[config.mk]
export PLATFORM = sky130hd
export DESIGN_NAME = decode_stage_hz
export DESIGN_NICKNAME = d
export VERILOG_FILES = /design/src/rtl/decode_stage_hz.sv
export SDC_FILE = /design/constraint.sdc
export NUM_CORES = 2
export LEC_CHECK = 0
export CORE_ASPECT_RATIO = 0.9
export CORE_UTILIZATION = 55
export DETAILED_ROUTE_END_ITERATION = 10
export PLACE_DENSITY = 0.81
export REMOVE_ABC_BUFFERS = 1
export SYNTH_ARGS = -nofsm -noshare
export SYNTH_HDL_FRONTEND = slang
export SYNTH_SLANG_ARGS = --single-unit
[constraint.sdc]
create_clock -name clk -period 2.15 [get_ports clk]
set_input_delay 0.3225 -clock clk [delete_from_list [all_inputs] [get_ports clk]]
set_output_delay 0.3225 -clock clk [all_outputs]
set_load 0.01 [all_outputs]
[src/rtl/decode_stage_hz.sv]
// decode_stage_hz: ID stage with register file, control decode, immediate extension and a hazard-aware ID/EX register.
// Defining DECODE_BYPASS_EN makes a coincident writeback visible to the same-cycle register read.
module decode_stage_hz #(
    parameter int XLEN = 32,
    parameter int NREGS = 32,
    parameter int BCNT_W = 16,
    localparam int AW = $clog2(NREGS)
) (
    input  logic              clk,
    input  logic              rst,
    input  logic              FlushE,
    input  logic              StallE,
    input  logic              ValidD,
    input  logic              RegWriteW,
    input  logic [AW-1:0]     RDW,
    input  logic [XLEN-1:0]   ResultW,
    input  logic [31:0]       InstrD,
    input  logic [XLEN-1:0]   PCD,
    input  logic [XLEN-1:0]   PCPlus4D,
    output logic              StallF,
    output logic              StallD,
    output logic              ValidE,
    output logic              RegWriteE,
    output logic              ALUSrcE,
    output logic              MemWriteE,
    output logic              BranchE,
    output logic              JumpE,
    output logic [1:0]        ResultSrcE,
    output logic [2:0]        ALUControlE,
    output logic [XLEN-1:0]   RD1_E,
    output logic [XLEN-1:0]   RD2_E,
    output logic [XLEN-1:0]   Imm_Ext_E,
    output logic [XLEN-1:0]   PCE,
    output logic [XLEN-1:0]   PCPlus4E,
    output logic [AW-1:0]     RS1_E,
    output logic [AW-1:0]     RS2_E,
    output logic [AW-1:0]     RD_E,
    output logic [BCNT_W-1:0] BubbleCnt
);
    typedef struct packed {
        logic            valid;
        logic            regWrite;
        logic            aluSrc;
        logic            memWrite;
        logic            branch;
        logic            jump;
        logic [1:0]      resultSrc;
        logic [2:0]      aluCtrl;
        logic [XLEN-1:0] rd1;
        logic [XLEN-1:0] rd2;
        logic [XLEN-1:0] imm;
        logic [XLEN-1:0] pc;
        logic [XLEN-1:0] pc4;
        logic [AW-1:0]   rs1;
        logic [AW-1:0]   rs2;
        logic [AW-1:0]   rd;
    } idex_t;

    logic [XLEN-1:0] regs [NREGS];
    logic [AW-1:0]   rs1D, rs2D;
    logic [XLEN-1:0] rd1D, rd2D, immD;
    logic            regWriteD, aluSrcD, memWriteD, branchD, jumpD, luHaz;
    logic [1:0]      resultSrcD, aluOpD;
    logic [2:0]      immSrcD, aluCtrlD, funct3;
    idex_t           idexD, idexQ;

    assign rs1D   = InstrD[15 +: AW];
    assign rs2D   = InstrD[20 +: AW];
    assign funct3 = InstrD[14:12];

    always_ff @(posedge clk or negedge rst) begin
        if (!rst) begin
            for (int i = 0; i < NREGS; i++) regs[i] <= '0;
        end else if (RegWriteW && RDW != '0) begin
            regs[RDW] <= ResultW;
        end
    end

`ifdef DECODE_BYPASS_EN
    assign rd1D = rs1D == '0 ? '0 : (RegWriteW && RDW == rs1D) ? ResultW : regs[rs1D];
    assign rd2D = rs2D == '0 ? '0 : (RegWriteW && RDW == rs2D) ? ResultW : regs[rs2D];
`else
    assign rd1D = rs1D == '0 ? '0 : regs[rs1D];
    assign rd2D = rs2D == '0 ? '0 : regs[rs2D];
`endif

    always_comb begin
        regWriteD  = 1'b0;
        aluSrcD    = 1'b0;
        memWriteD  = 1'b0;
        branchD    = 1'b0;
        jumpD      = 1'b0;
        resultSrcD = 2'b00;
        aluOpD     = 2'b00;
        immSrcD    = 3'b000;
        case (InstrD[6:0])
            7'b0000011: begin regWriteD = 1'b1; aluSrcD = 1'b1; resultSrcD = 2'b01; end
            7'b0100011: begin memWriteD = 1'b1; aluSrcD = 1'b1; immSrcD = 3'b001; end
            7'b0110011: begin regWriteD = 1'b1; aluOpD = 2'b10; end
            7'b0010011: begin regWriteD = 1'b1; aluSrcD = 1'b1; aluOpD = 2'b10; end
            7'b1100011: begin branchD = 1'b1; aluOpD = 2'b01; immSrcD = 3'b010; end
            7'b1101111: begin regWriteD = 1'b1; jumpD = 1'b1; resultSrcD = 2'b10; immSrcD = 3'b011; end
            7'b0110111: begin regWriteD = 1'b1; aluSrcD = 1'b1; immSrcD = 3'b100; end
            default: ;
        endcase
    end

    // Subtract only for R-type funct7[5]; I-type reuses bit 30 as immediate.
    assign aluCtrlD = aluOpD == 2'b00 ? 3'b000 :
                      aluOpD == 2'b01 ? 3'b001 :
                      funct3 == 3'b000 ? ((InstrD[5] & InstrD[30]) ? 3'b001 : 3'b000) :
                      funct3 == 3'b010 ? 3'b101 :
                      funct3 == 3'b110 ? 3'b011 :
                      funct3 == 3'b111 ? 3'b010 : 3'b000;

    assign immD = immSrcD == 3'b000 ? XLEN'($signed(InstrD[31:20])) :
                  immSrcD == 3'b001 ? XLEN'($signed({InstrD[31:25], InstrD[11:7]})) :
                  immSrcD == 3'b010 ? XLEN'($signed({InstrD[31], InstrD[7], InstrD[30:25], InstrD[11:8], 1'b0})) :
                  immSrcD == 3'b011 ? XLEN'($signed({InstrD[31], InstrD[19:12], InstrD[20], InstrD[30:21], 1'b0})) :
                  immSrcD == 3'b100 ? XLEN'($signed({InstrD[31:12], 12'b0})) : '0;

    assign luHaz  = ValidE && ResultSrcE == 2'b01 && RD_E != '0 && ValidD && (RD_E == rs1D || RD_E == rs2D);
    assign StallF = rst & (luHaz | StallE);
    assign StallD = StallF;

    always_comb begin
        idexD           = '0;
        idexD.valid     = ValidD;
        idexD.regWrite  = regWriteD & ValidD;
        idexD.aluSrc    = aluSrcD & ValidD;
        idexD.memWrite  = memWriteD & ValidD;
        idexD.branch    = branchD & ValidD;
        idexD.jump      = jumpD & ValidD;
        idexD.resultSrc = ValidD ? resultSrcD : 2'b00;
        idexD.aluCtrl   = ValidD ? aluCtrlD : 3'b000;
        idexD.rd1       = rd1D;
        idexD.rd2       = rd2D;
        idexD.imm       = immD;
        idexD.pc        = PCD;
        idexD.pc4       = PCPlus4D;
        idexD.rs1       = rs1D;
        idexD.rs2       = rs2D;
        idexD.rd        = InstrD[7 +: AW];
    end

    always_ff @(posedge clk or negedge rst) begin
        if (!rst) begin
            idexQ     <= '0;
            BubbleCnt <= '0;
        end else if (FlushE) begin
            idexQ <= '0;
        end else if (!StallE) begin
            if (luHaz) begin
                idexQ <= '0;
                if (BubbleCnt != '1) BubbleCnt <= BubbleCnt + BCNT_W'(1);
            end else begin
                idexQ <= idexD;
            end
        end
    end

    assign ValidE      = idexQ.valid;
    assign RegWriteE   = idexQ.regWrite;
    assign ALUSrcE     = idexQ.aluSrc;
    assign MemWriteE   = idexQ.memWrite;
    assign BranchE     = idexQ.branch;
    assign JumpE       = idexQ.jump;
    assign ResultSrcE  = idexQ.resultSrc;
    assign ALUControlE = idexQ.aluCtrl;
    assign RD1_E       = idexQ.rd1;
    assign RD2_E       = idexQ.rd2;
    assign Imm_Ext_E   = idexQ.imm;
    assign PCE         = idexQ.pc;
    assign PCPlus4E    = idexQ.pc4;
    assign RS1_E       = idexQ.rs1;
    assign RS2_E       = idexQ.rs2;
    assign RD_E        = idexQ.rd;
endmodule

==> impl_metrics.csv <==
group,metric,value,unit
clock_tree,cts_max_path_buffers,3,
synthesis,ys_seq_area_share,49.3,%
clock_tree,cts_tree,"built",
global_route,overflow,0,
sta,rsz0062_at_grt,"yes",
sta,hold_viol,0,
global_route,antenna_found_initial,6,
clock_tree,worstSkewPairLatency,0.75,ns
placement,hpwl,138000,um
pwr,seqPwrFrac,45.4,%
placement,port_buffers,342,
worst_setup_path,critPathBufInv,1,
synthesis,synth_xor_area_share,0.366,%
synthesis,synth-edff-count,0,
worst_setup_path,required,1.83,ns
route,drt_iter0_markers,5894,
pwr,finalPower,66300,uW
status,violations,"setup timing",
layout,final_layout_size_suffix_gt1_share,39.1,%
status,status,"finished with violations",
worst_setup_path,cp_cell_sequence,"xor2_1 -> nor3_2 -> a22oi_2 -> or2_4 -> a21boi_4 -> buf_6",
synthesis,synth-compound-area-share,9.19,%
global_route,track_usage,37.2,%
layout,final.fill_count,7412,
route,drt_first_pass_iters,5,
pwr,internal_power,48000,uW
floorplanning,row_count,116,
global_route,grt_max_degree,148,
floorplanning,initial_core_util,55.7,%
flow_run,max_cap_violations,0,
sta,whs,0.184,ns
synthesis,synthMuxAreaShare,34.9,%
route,drc,0,
route,post_drt_via_cell_ratio,7.04,
placement,gp_congestion,0.954,
synthesis,synth.distinct_cells,67,
pwr,power_frac_comb,19.3,%
layout,fin_util,68.1,%
route,wl,214000,um
pwr,swShare,27.6,%
pwr,ir_worst_vdd,0.658,mV
worst_setup_path,end_kind,"primary output",
worst_setup_path,crit_path_max_fanout,3,
clock_tree,cts_sinks,1226,
synthesis,syn_inst,4518,
sta,worst_slack,-0.573,ns
pwr,p_leak,0.0340,uW
route,wl_per_cell,32.4,um
floorplanning,dieArea,115000,um^2
synthesis,synth_area_per_cell,13.8,um^2
route,ant_nets,0,
worst_setup_path,slowest_stage,"dfrtp_1",
layout,final_cell_area,76100,um^2
placement,post-place-ws,-0.936,ns
sta,fin_skew,0.0263,ns
floorplanning,core_area,112000,um^2
pwr,power_density,872,nW/um^2
floorplanning,dieHeight,321,um
pwr,p_sw,18300,uW
layout,nNetsFinal,5158,
sta,period_minus_slack,2.72,ns
sta,timing.slew.headroom,20.9,%
synthesis,ys_warn_count,0,
clock_tree,path_clk_slew,0.06,ns
worst_setup_path,slowest_delay,0.43,ns
global_route,grt_pass1_vias,47488,
layout,syn2layout_area_growth,22.2,%
synthesis,ys_async_sr_fraction,100,%
worst_setup_path,critPathKind,"reg -> out",
clock_tree,numCtsBuffers,131,
min_path,hp-class,"in -> async",
synthesis,synth-simple-area-share,2.38,%
sta,slew_violations,0,
floorplanning,io_pins,343,
worst_setup_path,startpoint_type,"flip-flop",
synthesis,synthAdderAreaFrac,0.0201,%
synthesis,syn_area,62300,um^2
placement,dpl_cell_area,71000,um^2
sta,worst_pin_slew,1.18,ns
clock_tree,cts_root_buf,"clkbuf_16",
synthesis,synth_top_family_by_area,"multiplexers",
worst_setup_path,path_delay_family,"simple AND/OR/NAND/NOR gates",
global_route,grt_pass1_wl,314000,um
pwr,clkPwrFrac,35.3,%
synthesis,synthFlopType,"dfrtp_1",
sta,fmax,367,MHz
route,vias,46469,
worst_setup_path,worstPathArrival,2.40,ns
sta,setup_viol,189,
floorplanning,die_w,357,um
synthesis,synth_seq_cells,1226,
clock_tree,ctsHtreeMaxLevel,4,
sta,post-route-period-util,127,%
## routing by layer
metal | vias to the layer above | global-route usage (%) | routed length [um]
li1 | 18323 | - | -
met1 | 23965 | 48.2 | 79200
met2 | 3351 | 55.6 | 95400
met3 | 826 | 11.8 | 26200
met4 | 4 | 20.5 | 13100
met5 | - | 0 | 26
## synthesized netlist by cell type, drive strengths merged, types with 4 or more instances
cell type	number	area (um^2)
xor2	24	210
a22o	157	1380
inv	6	22.5
or2	5	31.3
mux4	262	5900
mux2	995	11200
nor2	39	146
a22oi	103	773
a32o	18	180
nand2b	10	70.1
o21ai	34	174
nor2b	47	297
a31oi	9	56.3
nor3b	4	30.0
and2	6	37.5
a211oi	78	616
a221o	16	160
clkbuf	258	968
dfrtp	1226	30700
a221oi	14	123
nor4	5	62.6
nand3b	4	30.0
nand4	4	25.0
buf	234	1390
a2111oi	60	583
nor3	10	70.1
nand3	22	110
a21oi	128	648
o22ai	64	400
mux2i	465	4650
o221ai	62	543
nand2	124	465
## kinds of logic after synthesis
logic type               Yosys count
adder cells (fa/ha/maj)            1
multiplexers                    1722
AO/OA/AOI/OAI                    753
AND/OR/NAND/NOR                  292
buffers and inverters            498
flip-flops                      1226
XOR/XNOR                          26
## worst min-delay path: cells and delay by family
kind	cells	cell delay, ns
buffers and inverters	3	0.95
## path summary, 6_finish.rpt
check                                      endpoint  slack (ns)  cells after the start                   start
setup / recovery                             StallD       -0.57                      6     RD_E[4]$_DFFE_PN0P_
hold / removal                 RD2_E[6]$_DFFE_PN0P_        0.18                      3                     rst
setup reg to reg              RD2_E[12]$_DFFE_PN0P_       -0.38                     11     RD_E[1]$_DFFE_PN0P_
hold reg to reg              regs[1019]$_DFFE_PN0P_        0.40                      0  regs[1019]$_DFFE_PN0P_
max in group asynchronous      regs[57]$_DFFE_PN0P_        0.75                      5                     rst
min in group clk           PCPlus4E[28]$_DFFE_PN0P_        0.19                      2            PCPlus4D[28]
## repair_timing
item                                    in CTS  in global routing
pin swaps                                   17                 13
hold buffers                                 1                  0
buffers inserted                            19                  2
hold endpoints to repair                   248                  0
cloned                                       8                  1
resized for setup                           80                 55
endpoints found under the setup margin     129                205
## cell usage in the layout (no fill, tap or decap), types with 71 or more instances in the layout
| cell | netlist | routed |
|---|---|---|
| a211oi_1 | 72 | 71 |
| a21oi_1 | 126 | 126 |
| a22o_1 | 157 | 157 |
| a22oi_1 | 103 | 102 |
| buf_12 | 0 | 153 |
| buf_4 | 50 | 337 |
| clkbuf_16 | 0 | 138 |
| clkdlybuf4s50_1 | 0 | 321 |
| dfrtp_1 | 1226 | 1210 |
| mux2_1 | 121 | 121 |
| mux2_2 | 874 | 874 |
| mux2i_1 | 465 | 465 |
| mux4_2 | 262 | 262 |
| nand2_1 | 124 | 106 |
## sequential cells by signal (all words and copies together), names as in the netlist, 2 cells and up
signal and count:
regs 1024, Imm_Ext_E 32, PCE 32, PCPlus4E 32, RD1_E 32, RD2_E 32, BubbleCnt 16, RD_E 5
RS1_E 5, RS2_E 5, ALUControlE 3, ResultSrcE 2
## through the flow
step	TNS, ns	cells
6_report	-30.56	6598
5_1_grt	-36.26	6593
3_3_place_gp	-175.07	6336
3_5_place_dp	-208.82	6336
2_1_floorplan	-1122.77	4026
4_1_cts	-24.56	6595
## power groups by stage
stage                     clock [uW]  sequential (uW)  combinational (uW)
after global placement             0            29900               11900
after detailed placement           0            30200               12300
final                          23400            30100               12800
after CTS                      23400            29900               12600
after floorplan                    0            29300                7510
after global routing           24400            30500               13500
## final cells by class
| class | count | area [um^2] | share of cell area (%) |
|---|---|---|---|
| sequential | 1226 | 30700 | 40.4 |
| multi-input combinational | 2794 | 29700 | 39.0 |
| timing repair buffer | 859 | 9450 | 12.4 |
| clock buffer | 198 | 3910 | 5.14 |
| tap | 1475 | 1850 | 2.43 |
| clock inverter | 35 | 483 | 0.635 |
| inverter | 6 | 22.5 | 0.0296 |
| antenna | 5 | 12.5 | 0.0164 |
Note: power is estimated with default switching activity, not from simulation.
